[src/rtl/dbg_loader.sv]
// UART-driven debug loader: parses W/B/R/H/C commands and drives the SoC debug write port.
// Optional inter-byte timeout is enabled by defining DBG_LOADER_TIMEOUT_EN.
module dbg_loader #(
  parameter int WR_CYCLES      = 4,
  parameter int TIMEOUT_CYCLES = 1000000
) (
  input  logic        clk,
  input  logic        n_reset,
  input  logic        rx_valid,
  input  logic [7:0]  rx_data,
  output logic        cpu_n_reset,
  output logic        dbg_mem_op,
  output logic [3:0]  dbg_wren,
  output logic [31:0] dbg_adr,
  output logic [31:0] dbg_do,
  output logic        busy,
  output logic        err
);

  localparam logic [7:0] CMD_W = 8'h57;
  localparam logic [7:0] CMD_B = 8'h42;
  localparam logic [7:0] CMD_R = 8'h52;
  localparam logic [7:0] CMD_H = 8'h48;
  localparam logic [7:0] CMD_C = 8'h43;
  localparam int         WCW   = $clog2(WR_CYCLES + 1);

  typedef enum logic [1:0] {IDLE, ADDR, DATA, WRITE} state_t;

  state_t          state_reg, state_next;
  logic [1:0]      idx_reg, idx_next;
  logic            is_word_reg, is_word_next;
  logic [31:0]     adr_buf_reg, adr_buf_next;
  logic [23:0]     dat_buf_reg, dat_buf_next;
  logic [WCW-1:0]  wr_cnt_reg, wr_cnt_next;
  logic            cpu_n_reset_reg, cpu_n_reset_next;
  logic            mem_op_reg, mem_op_next;
  logic [3:0]      wren_reg, wren_next;
  logic [31:0]     adr_reg, adr_next;
  logic [31:0]     do_reg, do_next;
  logic            busy_reg, busy_next;
  logic            err_reg, err_next;

  logic            collecting;
  logic            final_byte;
  logic            aligned;
  logic            write_ok;
  logic            wr_last;
  logic            timeout_hit;
  logic [31:0]     word_val;
  logic [3:0]      lane_val;

  assign collecting = (state_reg == ADDR) || (state_reg == DATA);
  assign final_byte = rx_valid && (state_reg == DATA) && (!is_word_reg || idx_reg == 2'd3);
  assign aligned    = !is_word_reg || (adr_buf_reg[1:0] == 2'b00);
  // A running CPU must never see its memory rewritten underneath it.
  assign write_ok   = aligned && !cpu_n_reset_reg;
  assign wr_last    = (wr_cnt_reg == WCW'(WR_CYCLES - 1));
  assign word_val   = is_word_reg ? {rx_data, dat_buf_reg} : {4{rx_data}};
  assign lane_val   = is_word_reg ? 4'hF : (4'b0001 << adr_buf_reg[1:0]);

`ifdef DBG_LOADER_TIMEOUT_EN
  localparam int TW = $clog2(TIMEOUT_CYCLES + 1);
  logic [TW-1:0] tmo_cnt_reg;

  // Holds the number of cycles since the most recent byte while collecting.
  always_ff @(posedge clk) begin
    if (!n_reset) begin
      tmo_cnt_reg <= '0;
    end else if (rx_valid) begin
      tmo_cnt_reg <= TW'(1);
    end else if (collecting) begin
      tmo_cnt_reg <= tmo_cnt_reg + 1'b1;
    end else begin
      tmo_cnt_reg <= '0;
    end
  end

  assign timeout_hit = collecting && !rx_valid && (tmo_cnt_reg >= TW'(TIMEOUT_CYCLES - 1));
`else
  assign timeout_hit = 1'b0;
`endif

  always_ff @(posedge clk) begin
    if (!n_reset) begin
      state_reg       <= IDLE;
      idx_reg         <= 2'd0;
      is_word_reg     <= 1'b0;
      adr_buf_reg     <= '0;
      dat_buf_reg     <= '0;
      wr_cnt_reg      <= '0;
      cpu_n_reset_reg <= 1'b0;
      mem_op_reg      <= 1'b0;
      wren_reg        <= 4'h0;
      adr_reg         <= '0;
      do_reg          <= '0;
      busy_reg        <= 1'b0;
      err_reg         <= 1'b0;
    end else begin
      state_reg       <= state_next;
      idx_reg         <= idx_next;
      is_word_reg     <= is_word_next;
      adr_buf_reg     <= adr_buf_next;
      dat_buf_reg     <= dat_buf_next;
      wr_cnt_reg      <= wr_cnt_next;
      cpu_n_reset_reg <= cpu_n_reset_next;
      mem_op_reg      <= mem_op_next;
      wren_reg        <= wren_next;
      adr_reg         <= adr_next;
      do_reg          <= do_next;
      busy_reg        <= busy_next;
      err_reg         <= err_next;
    end
  end

  always_comb begin
    state_next = state_reg;
    case (state_reg)
      IDLE: begin
        if (rx_valid && (rx_data == CMD_W || rx_data == CMD_B)) begin
          state_next = ADDR;
        end
      end
      ADDR: begin
        if (timeout_hit) begin
          state_next = IDLE;
        end else if (rx_valid && idx_reg == 2'd3) begin
          state_next = DATA;
        end
      end
      DATA: begin
        if (timeout_hit) begin
          state_next = IDLE;
        end else if (final_byte) begin
          state_next = write_ok ? WRITE : IDLE;
        end
      end
      WRITE: begin
        if (wr_last) begin
          state_next = IDLE;
        end
      end
      default: state_next = IDLE;
    endcase
  end

  always_comb begin
    idx_next         = idx_reg;
    is_word_next     = is_word_reg;
    adr_buf_next     = adr_buf_reg;
    dat_buf_next     = dat_buf_reg;
    wr_cnt_next      = wr_cnt_reg;
    cpu_n_reset_next = cpu_n_reset_reg;
    mem_op_next      = 1'b0;
    wren_next        = 4'h0;
    adr_next         = adr_reg;
    do_next          = do_reg;
    err_next         = err_reg;
    busy_next        = (state_next != IDLE);

    case (state_reg)
      IDLE: begin
        if (rx_valid) begin
          idx_next = 2'd0;
          case (rx_data)
            CMD_W:   is_word_next = 1'b1;
            CMD_B:   is_word_next = 1'b0;
            CMD_R:   cpu_n_reset_next = 1'b1;
            CMD_H:   cpu_n_reset_next = 1'b0;
            CMD_C:   err_next = 1'b0;
            default: err_next = 1'b1;
          endcase
        end
      end
      ADDR: begin
        if (rx_valid) begin
          adr_buf_next = {rx_data, adr_buf_reg[31:8]};
          idx_next     = idx_reg + 2'd1;
        end
      end
      DATA: begin
        if (rx_valid) begin
          dat_buf_next = {rx_data, dat_buf_reg[23:8]};
          idx_next     = idx_reg + 2'd1;
        end
        // Payload is always consumed; a rejected write only flags the error.
        if (final_byte) begin
          if (write_ok) begin
            mem_op_next = 1'b1;
            wren_next   = lane_val;
            adr_next    = adr_buf_reg;
            do_next     = word_val;
            wr_cnt_next = '0;
          end else begin
            err_next = 1'b1;
          end
        end
      end
      WRITE: begin
        if (rx_valid) begin
          err_next = 1'b1;
        end
        if (!wr_last) begin
          mem_op_next = 1'b1;
          wren_next   = wren_reg;
          wr_cnt_next = wr_cnt_reg + 1'b1;
        end
      end
      default: ;
    endcase

    if (timeout_hit) begin
      err_next = 1'b1;
    end
  end

  assign cpu_n_reset = cpu_n_reset_reg;
  assign dbg_mem_op  = mem_op_reg;
  assign dbg_wren    = wren_reg;
  assign dbg_adr     = adr_reg;
  assign dbg_do      = do_reg;
  assign busy        = busy_reg;
  assign err         = err_reg;

endmodule

[config.mk]
export PLATFORM = sky130hd
export DESIGN_NAME = dbg_loader
export DESIGN_NICKNAME = d
export VERILOG_FILES = /design/src/rtl/dbg_loader.sv
export SDC_FILE = /design/constraint.sdc
export NUM_CORES = 1
export LEC_CHECK = 0
export CORE_MARGIN = 4
export CORE_UTILIZATION = 40
export DETAILED_ROUTE_END_ITERATION = 12
export GPL_TIMING_DRIVEN = 0
export HOLD_SLACK_MARGIN = 0.05
export SETUP_SLACK_MARGIN = 0.2
export SLEW_MARGIN = 5
export SYNTH_ARGS = -nofsm -noshare
export SYNTH_HDL_FRONTEND = slang
export SYNTH_SLANG_ARGS = --single-unit
[constraint.sdc]
create_clock -name clk -period 2.3 [get_ports clk]
set_input_delay 0.23 -clock clk [delete_from_list [all_inputs] [get_ports clk]]
set_output_delay 0.23 -clock clk [all_outputs]
set_load 0.03 [all_outputs]
==> results of run 1 <==
cells in the final DEF (no fill, tap or decap), drive strengths merged, types with 8 or more instances in the layout:
cell type,instances
a211oi,25
a21oi,111
buf,18
clkbuf,62
clkdlybuf4s50,81
dfxtp,136
ha,9
inv,8
nand2,203
nor2,42
nor2b,12
nor3,31
logic make-up after synthesis:
group	after synthesis	share of synthesized area
multiplexers	1	0.00191
flip-flops	136	0.519
AND/OR/NAND/NOR	304	0.240
buffers and inverters	57	0.0446
AO/OA/AOI/OAI	158	0.173
adder cells (fa/ha/maj)	9	0.0215
metal layers:
layer  GRT usage  part of all wire  vias to the layer above  wire, um
li1            -                 -                     2433         -
met1       0.270              0.48                     2276      6880
met2       0.311              0.45                      109      6490
met3      0.0479             0.053                       18       757
met4      0.0854             0.018                        0       254
met5           0                 0                        -         0
synth_stat cells, types with 2 or more instances:
| library cell | count | area share |
|---|---|---|
| a21o_1 | 3 | 0.0043 |
| dfxtp_1 | 136 | 0.52 |
| and2_1 | 3 | 0.0036 |
| ha_1 | 9 | 0.021 |
| nor4_1 | 2 | 0.0024 |
| o21ai_0 | 4 | 0.0038 |
| buf_2 | 10 | 0.0095 |
| buf_1 | 3 | 0.0021 |
| a211oi_1 | 25 | 0.036 |
| clkbuf_1 | 35 | 0.025 |
| nor2b_1 | 11 | 0.013 |
| nand2_1 | 203 | 0.15 |
| inv_1 | 7 | 0.0050 |
| nand3b_1 | 3 | 0.0043 |
| a31oi_1 | 2 | 0.0024 |
| o41ai_1 | 2 | 0.0033 |
| a21oi_1 | 111 | 0.11 |
| nor2_1 | 42 | 0.030 |
| nor3_1 | 31 | 0.030 |
| nand3_1 | 2 | 0.0019 |
stage by stage:
| stage | util | std cells |
|---|---|---|
| 5_1_grt | 0.551 | 955 |
| 3_5_place_dp | 0.493 | 918 |
| 2_1_floorplan | - | 665 |
| 6_report | 0.551 | 955 |
| 4_1_cts | 0.544 | 952 |
| 3_3_place_gp | 0.493 | 918 |
repair_timing:
item,CTS,global route
endpoints found under the hold margin,0,0
pin swaps,0,5
resized for setup,3,23
setup buffers,2,3
setup endpoints to repair,75,68
cell type report:
class	count	area, um2	area share
inverters	8	30.0	0.00428
multi-input cells	472	2350	0.335
plain buffers	49	221	0.0316
well taps	172	215	0.0307
repair buffers	86	848	0.121
flip-flops and latches	136	2730	0.389
clock inverters	6	111	0.0159
clock buffers	26	509	0.0726
final timing paths:
kind                                  end  slack (ps)  cells past startpoint                     from
setup / recovery         err$_SDFFE_PN0P_         320                      7  state_reg[0]$_SDFF_PN0_
hold / removal    dbg_do[28]$_SDFFE_PN0P_         270                      3               rx_data[4]
setup reg to reg         err$_SDFFE_PN0P_         320                      7  state_reg[0]$_SDFF_PN0_
hold reg to reg   dbg_do[30]$_SDFFE_PN0P_         450                      2  dbg_do[30]$_SDFFE_PN0P_
worst reg2reg max path: stages, from the launching register on:
cell and delay [ps]:
dfxtp_2 340, inv_1 80, ha_1 210, buf_6 140, nor2b_4 130, a2111o_1 440
or4_1 410, o211a_1 140
power by group:
group          internal (mW)  switching, mW  total [mW]  leakage [nW]
combinational         0.0352         0.0911       0.126         0.938
clock                   1.85          0.986        2.84         0.301
sequential              2.36        0.00121        2.36          1.10
==> flow_metrics.py, run 1 <==
metrics = {
    "placement": {
        "port_buffers": 81,
        "place_ws_ps": -303,
        "dp_hpwl_mm": 10.6,
        "place_area_um2": 6270,
        "gp_congestion": 0.859,
    },
    "timing": {
        "tightest_slew_ps": 606,
        "skew_ps": 6.11,
        "hold-worst-slack_ps": 270,
        "finalHoldViolCount": 0,
        "fin_tns_setup_ps": 0,
        "rsz0062_at_grt": "no",
        "finalMaxSlewViolations": 0,
        "period_minus_slack_ps": 1980,
        "post-route-period-util": 0.860,
        "finalSetupViolCount": 0,
        "worst_slack_ps": 323,
        "fmax_mhz": 506,
        "slew_headroom": 0.596,
    },
    "critical_path": {
        "crit_chain": "inv_1 -> ha_1 -> buf_6 -> nor2b_4 -> a2111o_1 -> or4_1 -> o211a_1",
        "critPathKind": "reg -> reg",
        "worstPathBufferInverterCount": 2,
        "cpMaxStageDelayCell": "a2111o_1",
        "cp-start-kind": "flip-flop",
        "critPathArrivalTime_ps": 2290,
        "worstPathRequired_ps": 2610,
        "critPathMaxFanout": 9,
        "crit_path_end_kind": "flip-flop",
        "slowest_delay_ps": 440,
        "cp_top_family": "compound AO/OA/AOI/OAI gates",
    },
    "cts": {
        "cts_root_buffer": "clkbuf_16",
        "tritoncts": "done",
        "clock_latency_ps": 420,
        "cts_buffer_depth": 2,
        "postCtsHoldBufs": 0,
        "clk_pin_slew_ps": 60,
        "cts_made_buffers": 17,
        "cts-htree-levels": 4,
        "cts.sinks": 136,
    },
    "layout": {
        "postLayoutCellArea_um2": 7010,
        "nets": 790,
        "drive_above_1_share": 0.0817,
        "fillers": 1281,
        "synthToLayoutAreaGrowth_pct": 33.6,
        "antenna_cells": 0,
    },
    "global_route": {
        "antenna_found_initial": 0,
        "track_usage": 0.201,
        "gr-total-overflow": 0,
        "grt_max_degree": 17,
        "grt_pass1_wl_mm": 23.3,
        "grt_pass1_vias": 4629,
    },
    "synth": {
        "synthArstFlopShare": 0,
        "synth-seq-area-share": 0.519,
        "netlist_instances": 665,
        "synth_area_um2": 5250,
        "synth_fp_nets": 685,
        "syn_avg_cell_area_um2": 7.89,
        "ys_warn_count": 0,
        "synth_edf_count": 0,
        "synth_cell_types": 41,
        "ys_ff_latch": 136,
        "synth_ff_type": "dfxtp_1",
    },
    "routing": {
        "dr.pass1.iters": 5,
        "via_per_inst": 5.06,
        "drcViolationCount": 0,
        "drt_iter0_drc": 298,
        "dr_total_vias": 4836,
        "wl_per_cell_um": 15.1,
        "ant_nets": 0,
        "wl_mm": 14.4,
    },
    "run": {
        "cap_violations": 0,
    },
    "pwr": {
        "power_density_nw_per_um2": 759,
        "p_leak_nw": 2.33,
        "peakVddDrop_mv": 0.369,
        "p_total_mw": 5.32,
    },
    "floorplan": {
        "start_util": 0.413,
        "core_um2": 12700,
        "die_h_um": 123,
        "dieWidth_um": 123,
        "num_io_pins": 83,
        "dieArea_um2": 15000,
        "rows": 41,
    },
    "worst_hold_path": {
        "hold_path_class": "in -> reg",
    },
    "status": {
        "status": "finished clean",
    },
}
Power figures use the tool's default switching activity.
==> run 2: changes to the inputs <==
--- a/config.mk
+++ b/config.mk
@@ -5,6 +5,7 @@
 export SDC_FILE = /design/constraint.sdc
 export NUM_CORES = 1
 export LEC_CHECK = 0
+export CAP_MARGIN = 20
 export CORE_MARGIN = 4
 export CORE_UTILIZATION = 40
 export DETAILED_ROUTE_END_ITERATION = 12
==> results of run 2 <==
The final DEF is identical to that of run 1; final timing and power are the same.
